--- src/rtl/mem_port_arbiter.sv ---
// Round-robin arbiter for a shared memory port: 1-cycle grant latency, address held until mem_ready.
// Requesters hold req until their ack. Optional BUSY timeout with err pulse under ARB_TIMEOUT_EN.
module mem_port_arbiter #(
  parameter int WIDTH   = 16,
  parameter int TIMEOUT = 15,
  parameter int TO_W    = 4
) (
  input  logic             clk,
  input  logic             rst,
  input  logic             req1,
  input  logic             req0,
  input  logic [WIDTH-1:0] addr1,
  input  logic [WIDTH-1:0] addr0,
  input  logic             mem_ready,
  output logic             mem_en,
  output logic [WIDTH-1:0] mem_addr,
  output logic             select,
  output logic             ack1,
  output logic             ack0,
`ifdef ARB_TIMEOUT_EN
  output logic             busy,
  output logic             err
`else
  output logic             busy
`endif
);

  if (2**TO_W <= TIMEOUT) begin : g_bad_timeout_cfg
    $error("mem_port_arbiter: TO_W too narrow for TIMEOUT");
  end

  typedef enum logic [1:0] {IDLE = 2'd0, BUSY = 2'd1, DONE = 2'd2} state_t;

  state_t             state_q, state_d;
  logic               mem_en_q, mem_en_d;
  logic [WIDTH-1:0]   mem_addr_q, mem_addr_d;
  logic               select_q, select_d;
  logic               ack1_q, ack1_d;
  logic               ack0_q, ack0_d;
  logic               busy_q, busy_d;
  logic               last_q, last_d;
  logic               grant;
  logic               finish;
`ifdef ARB_TIMEOUT_EN
  logic [TO_W-1:0]    to_cnt_q, to_cnt_d;
  logic               err_q, err_d;
`endif

  always_comb begin
    state_d    = state_q;
    mem_en_d   = mem_en_q;
    mem_addr_d = mem_addr_q;
    select_d   = select_q;
    ack1_d     = 1'b0;
    ack0_d     = 1'b0;
    busy_d     = busy_q;
    last_d     = last_q;
    grant      = 1'b0;
    finish     = 1'b0;
`ifdef ARB_TIMEOUT_EN
    to_cnt_d   = to_cnt_q;
    err_d      = 1'b0;
`endif
    case (state_q)
      IDLE: begin
        if (req0 || req1) begin
          // On contention the requester that did not win last time goes first.
          grant      = (req0 && req1) ? ~last_q : req1;
          select_d   = grant;
          mem_addr_d = grant ? addr1 : addr0;
          mem_en_d   = 1'b1;
          busy_d     = 1'b1;
          state_d    = BUSY;
`ifdef ARB_TIMEOUT_EN
          to_cnt_d   = '0;
`endif
        end
      end
      BUSY: begin
        finish = mem_ready;
`ifdef ARB_TIMEOUT_EN
        if (!mem_ready) begin
          if (to_cnt_q == TO_W'(TIMEOUT - 1)) begin
            finish = 1'b1;
            err_d  = 1'b1;
          end else begin
            to_cnt_d = to_cnt_q + TO_W'(1);
          end
        end
`endif
        if (finish) begin
          mem_en_d = 1'b0;
          ack1_d   = select_q;
          ack0_d   = ~select_q;
          last_d   = select_q;
          state_d  = DONE;
        end
      end
      DONE: begin
        busy_d  = 1'b0;
        state_d = IDLE;
      end
      default: state_d = IDLE;
    endcase
  end

  always_ff @(posedge clk) begin
    if (rst) begin
      state_q    <= IDLE;
      mem_en_q   <= 1'b0;
      mem_addr_q <= '0;
      select_q   <= 1'b0;
      ack1_q     <= 1'b0;
      ack0_q     <= 1'b0;
      busy_q     <= 1'b0;
      last_q     <= 1'b1;
`ifdef ARB_TIMEOUT_EN
      to_cnt_q   <= '0;
      err_q      <= 1'b0;
`endif
    end else begin
      state_q    <= state_d;
      mem_en_q   <= mem_en_d;
      mem_addr_q <= mem_addr_d;
      select_q   <= select_d;
      ack1_q     <= ack1_d;
      ack0_q     <= ack0_d;
      busy_q     <= busy_d;
      last_q     <= last_d;
`ifdef ARB_TIMEOUT_EN
      to_cnt_q   <= to_cnt_d;
      err_q      <= err_d;
`endif
    end
  end

  assign mem_en   = mem_en_q;
  assign mem_addr = mem_addr_q;
  assign select   = select_q;
  assign ack1     = ack1_q;
  assign ack0     = ack0_q;
  assign busy     = busy_q;
`ifdef ARB_TIMEOUT_EN
  assign err      = err_q;
`endif

endmodule

--- config.mk ---
export PLATFORM = sky130hd
export DESIGN_NAME = mem_port_arbiter
export DESIGN_NICKNAME = d
export VERILOG_FILES = /design/src/rtl/mem_port_arbiter.sv
export SDC_FILE = /design/constraint.sdc
export NUM_CORES = 1
export LEC_CHECK = 0
export ABC_AREA = 1
export CORE_MARGIN = 1
export CORE_UTILIZATION = 37
export CTS_BUF_LIST = sky130_fd_sc_hd__clkbuf_16
export DETAILED_ROUTE_END_ITERATION = 8
export PLACE_DENSITY = 0.75
export SETUP_SLACK_MARGIN = 0.2
export SLEW_MARGIN = 20
export SYNTH_ARGS = -nofsm -noshare
export SYNTH_HDL_FRONTEND = slang
export SYNTH_SLANG_ARGS = --single-unit
--- constraint.sdc ---
create_clock -name clk -period 1 [get_ports clk]
set_input_delay 0.1 -clock clk [delete_from_list [all_inputs] [get_ports clk]]
set_output_delay 0.1 -clock clk [all_outputs]
set_load 0.05 [all_outputs]
Word-level counts from Yosys, hierarchy flattened. Cells that the tools add are included.

Bitwise gates (word level): 4. Equal/unequal tests: 4. Reduce and logical (&&, ||, !) cells: 11. Muxes and demuxes: 9.

Operator list (number): 2-to-1 mux 16 bit (1); AND reduction 2 bit (4); 2-to-1 mux 2 bit (2); inequality test 2 bit (second input constant) (2); inverter 1 bit (4); case mux 1 bit (2 select lines) (2); case mux 2 bit (2 select lines) (1); nonzero test 2 bit (2); 2-to-1 mux 1 bit (3); AND reduction 3 bit (1); OR reduction 3 bit (1); == test 2 x 1 -> 1 bit (second input constant) (1); == test 2 bit (second input constant) (1); logical NOT 2 bit (1); logical AND 1 bit (1); logical OR 1 bit (1).

Input port bits: 37. Word-level logic and storage cells: 36. Flip-flop bits (word level): 24. Output and inout port bits: 21.

Depth between registers and ports, before layout.
Word-level depth: 3. Mapped depth: 7. Depth with buffers taken out: 6.

Least setup slack after synthesis. Ideal clock, no wire load.

Path type: register -> register. Start point: register select (netlist name). End point: register select_q, in the netlist select. Stages on the path, launching flop included: 5. Setup slack: 3 ps. Data required time: 936 ps. Arrival: 933 ps. Cells stage by stage: dfxtp_1 -> inv_1 -> nand2_1 -> nand2_1 -> nor2_1.

RTL lines: to (signal assigned) (line 125) `select_q <= select_d;`; to (decl) (line 37) `logic select_q, select_d;`.

Worst setup path after layout.
Start point: input req0. End point: register mem_addr_q[4], in the netlist mem_addr[4].

Word-level cells in the longest chain between the ends: 3. Elaborated cells on any way between the ends: 5.

Ends and longest elaborated chain: from (decl) (line 11) `input logic req0,`; logical AND 1 bit (line 68) `grant = (req0 && req1) ? ~last_q : req1;`; 2-to-1 mux 1 bit (line 68); 2-to-1 mux 16 bit (line 70) `mem_addr_d = grant ? addr1 : addr0;`; to (signal assigned) (line 124) `mem_addr_q <= mem_addr_d;`; to (decl) (line 36) `logic [WIDTH-1:0] mem_addr_q, mem_addr_d;`.

Several ways; a longest one is shown, not always the timed one. A chain may end at the register's enable or synchronous reset.

==> results.md <==
- Finished Layout Cells: 305
- Arrival @ worst endpoint: 1.21 ns
- Syn_area_per_cell: between 6 and 7 um^2
- WP depth: 7
- Filler cell count: between 200 and 300
- Vias in the first global route: around 1300
- Die height: 61.25 um
- Inst Count DP: just under 300
- WP data required: around 1.2 ns
- Pre-Repair DR Iteration Count: 4
- Post-layout util: 0.7244
- Top cells by area in the synthesized netlist: dfxtp_1 (37%), nand2_1 (16%), nor2_1 (10%)
- Leak Pwr: 0.001093 uW
- Port bufs: 57
- Register area share after synthesis: 0.3699
- Max-Cap Viols: 0
- Final Wtd Congestion: 0.7403
- RSZ-0062 raised after global routing: yes
- Initial drt markers: 98
- Total number of vias: about 1400
- Initial core utilization: 0.3892
- Floorplan row count: 21
- Leading area contributor after synthesis: dfxtp_1
- Seq cells post-synth: 24
- Full die area: roughly 3800 um^2
- Antenna Nets Post-Route: 0
- Clock latency on the worst-skew pair: 0.26 ns
- Max Root-Sink Buffers: 2
- Syn Nets: between 200 and 250
- GR Overflow Total: 0
- Core Footprint: about 3300 um^2
- Fmax: approximately 950 MHz
- FF-to-FF Start: state_q[1]
- Reg-to-Reg End: last_q
- Yosys top cell area share: 0.3699
- Tmin final: between 1 and 1.5 ns
- Area Overhead vs Synth: 86.13%
- Crit-path most repeated cell: nor2_1
- Critical-path top delay cell: dlygate4sd2_1
- FF-to-FF setup slack: -0.02 ns
- Remaining routing DRC violations: 0
- Routed len/inst: 12.67 um
- IO Count: 58
- Clk root buf: clkbuf_16
- Fin nets: ~300
- H-tree Lvls: 1
- Antenna violations before repair: 0
- Ys Warns: 0
- CP top delay family: buffers and inverters
- Critical Path End Type: register
- Worst Setup SP: req0
- Slew headroom: 0.6768
- First-pass GRT wire length: around 5600 um
- WP buf/inv: 2
- Pin count of the biggest net entering global routing: 34
- Clk slew on worst S/H paths: ~0.070 ns
- Worst R2R Path Depth: 8
- CP Class: in -> reg
- Outcome: finished with violations
- Hold WS: 0.4833 ns
- Peak VDD IR: between 0.0008 and 0.0009 V
- Die width: around 60 um
- Crit-path max cell delay: roughly 0.5 ns
- Distinct cells, synth: 21
- Cts-stage hold buffer count: 0
- CTS tree: built
- Worst Path Max Fanout: 17
- Period utilization: 1.054
- Failing checks: negative setup slack
- Slew Viols, Final: 0
- Clock Skew: 0.005965 ns
- Post-DR vias/cell: 4.659
- Layout cells sized above 1: 0.3359
- Clock tree sinks: 24
- Total wire length: between 3000 and 4000 um
- Hold Path Class: reg -> reg
- Fin. Hold Viols: 0
- Critical path launch point type: primary input
- N_diodes: 0
- Detail Placement HPWL: ~2400 um
- Gate Count Post-Synth: slightly below 200
- Pwr per Cell Area: around 1500 nW/um^2
- Mapped Area: about 1300 um^2
- Worst slack, placed: -0.4764 ns
- CP endpoint: mem_addr[4]
- CTS buffer count: 3
- CP cell instances: dlygate4sd2_1 > nor2_2 > nor2_4 > buf_12 > nand2_1 > nor2_1 > nor2_1
- Gr usage total: 0.2022
- Final worst setup slack: -0.05388 ns
- Slew at the pin closest to its max-slew limit: about 0.48 ns
- Endpoints failing setup: 20
## metal layers
layer | vias up | part of all wire | routed length (um) | GRT usage
li1 | 732 | - | - | -
met2 | 43 | 0.55 | 2111 | 0.3866
met1 | 644 | 0.40 | 1538 | 0.2332
met5 | - | 0 | 0 | 0
met4 | 0 | 0.0054 | 21 | 0.05844
met3 | 2 | 0.050 | 193 | 0.02521
## repair_timing
action	CTS	global route
endpoints found under the setup margin	45	45
pin swaps	1	1
gates resized for setup	30	6
setup buffers	3	2
gates cloned	1	1
## flip-flops by register name, summed over array words and instances, names as in the netlist
signal and cells:
ack0 1, last_q 1, mem_addr 16, ack1 1
select 1, state_q 2, mem_en 1, busy 1
## where the power goes
part / total, uW / internal [uW] / switching (uW)
Clock: 883 / 535 / 349
Sequential: 1230 / 1100 / 131
Combinational: 1600 / 787 / 810
## cells in the mapped netlist, drive strengths merged
| master | number |
|---|---|
| buf | 10 |
| a21oi | 1 |
| a21boi | 16 |
| o31ai | 1 |
| nor3 | 2 |
| clkbuf | 1 |
| and2 | 1 |
| nand2 | 57 |
| dfxtp | 24 |
| o21ai | 2 |
| inv | 21 |
| nor2 | 38 |
| nand3 | 19 |
## layout make-up
cell class	instances	area, um^2	area share
repair buffers	72	960.9	0.3975
multi-input cells	138	723.2	0.2992
flip-flops and latches	24	518.0	0.2143
inverters	21	78.83	0.03261
clock buffers	3	75.07	0.03106
well taps	46	57.56	0.02381
clock inverters	1	3.754	0.001553
## logic make-up (layout without fill, tap and decap cells)
kind of cell,after synthesis,count (layout),share of synthesized area
flip-flops,24,24,0.3699
buffers and inverters,32,97,0.1358
AND/OR/NAND/NOR,117,118,0.3699
AO/OA/AOI/OAI,20,20,0.1243
## layout by cell type, fill, tap and decap left out, types with 3 or more instances in the layout
| cell | n |
|---|---|
| buf_12 | 24 |
| buf_4 | 9 |
| nand3_1 | 17 |
| clkbuf_16 | 3 |
| dfxtp_2 | 21 |
| dfxtp_4 | 3 |
| nand2_2 | 6 |
| nor2_2 | 4 |
| clkdlybuf4s50_1 | 34 |
| inv_1 | 18 |
| a21boi_1 | 12 |
| inv_2 | 3 |
| nand2_1 | 49 |
| nor2_1 | 33 |
## worst register-to-register path: stages, from the launching register on
cell,delay [ns]
dfxtp_2,0.33
inv_2,0.06
buf_4,0.10
buf_6,0.08
nand2_2,0.05
inv_2,0.08
nand2_4,0.08
nand2_2,0.08
nand3_2,0.05
## through the flow
| step | cell area (um^2) | setup TNS, ns | power [uW] |
|---|---|---|---|
| after floorplan | 1323 | 0 | 1982 |
| after global placement | 2168 | -7.250 | 2681 |
| after detailed placement | 2168 | -7.989 | 2703 |
| after CTS | 2367 | -0.03801 | 3656 |
| after global routing | 2417 | -2.361 | 3858 |
| final | 2417 | -0.5442 | 3708 |
## worst min-delay path by stage
stage                  end    from  depth (start not counted)  slack [ns]
finish              mem_en  mem_en                          2        0.48
global placement      ack0  select                          1        0.46
global route        mem_en  mem_en                          2        0.50
detailed placement  last_q  last_q                          2        0.47
CTS                 mem_en  mem_en                          2        0.49
floorplan             busy     rst                          1        0.16
No activity file was read; power rests on OpenSTA's default activity.
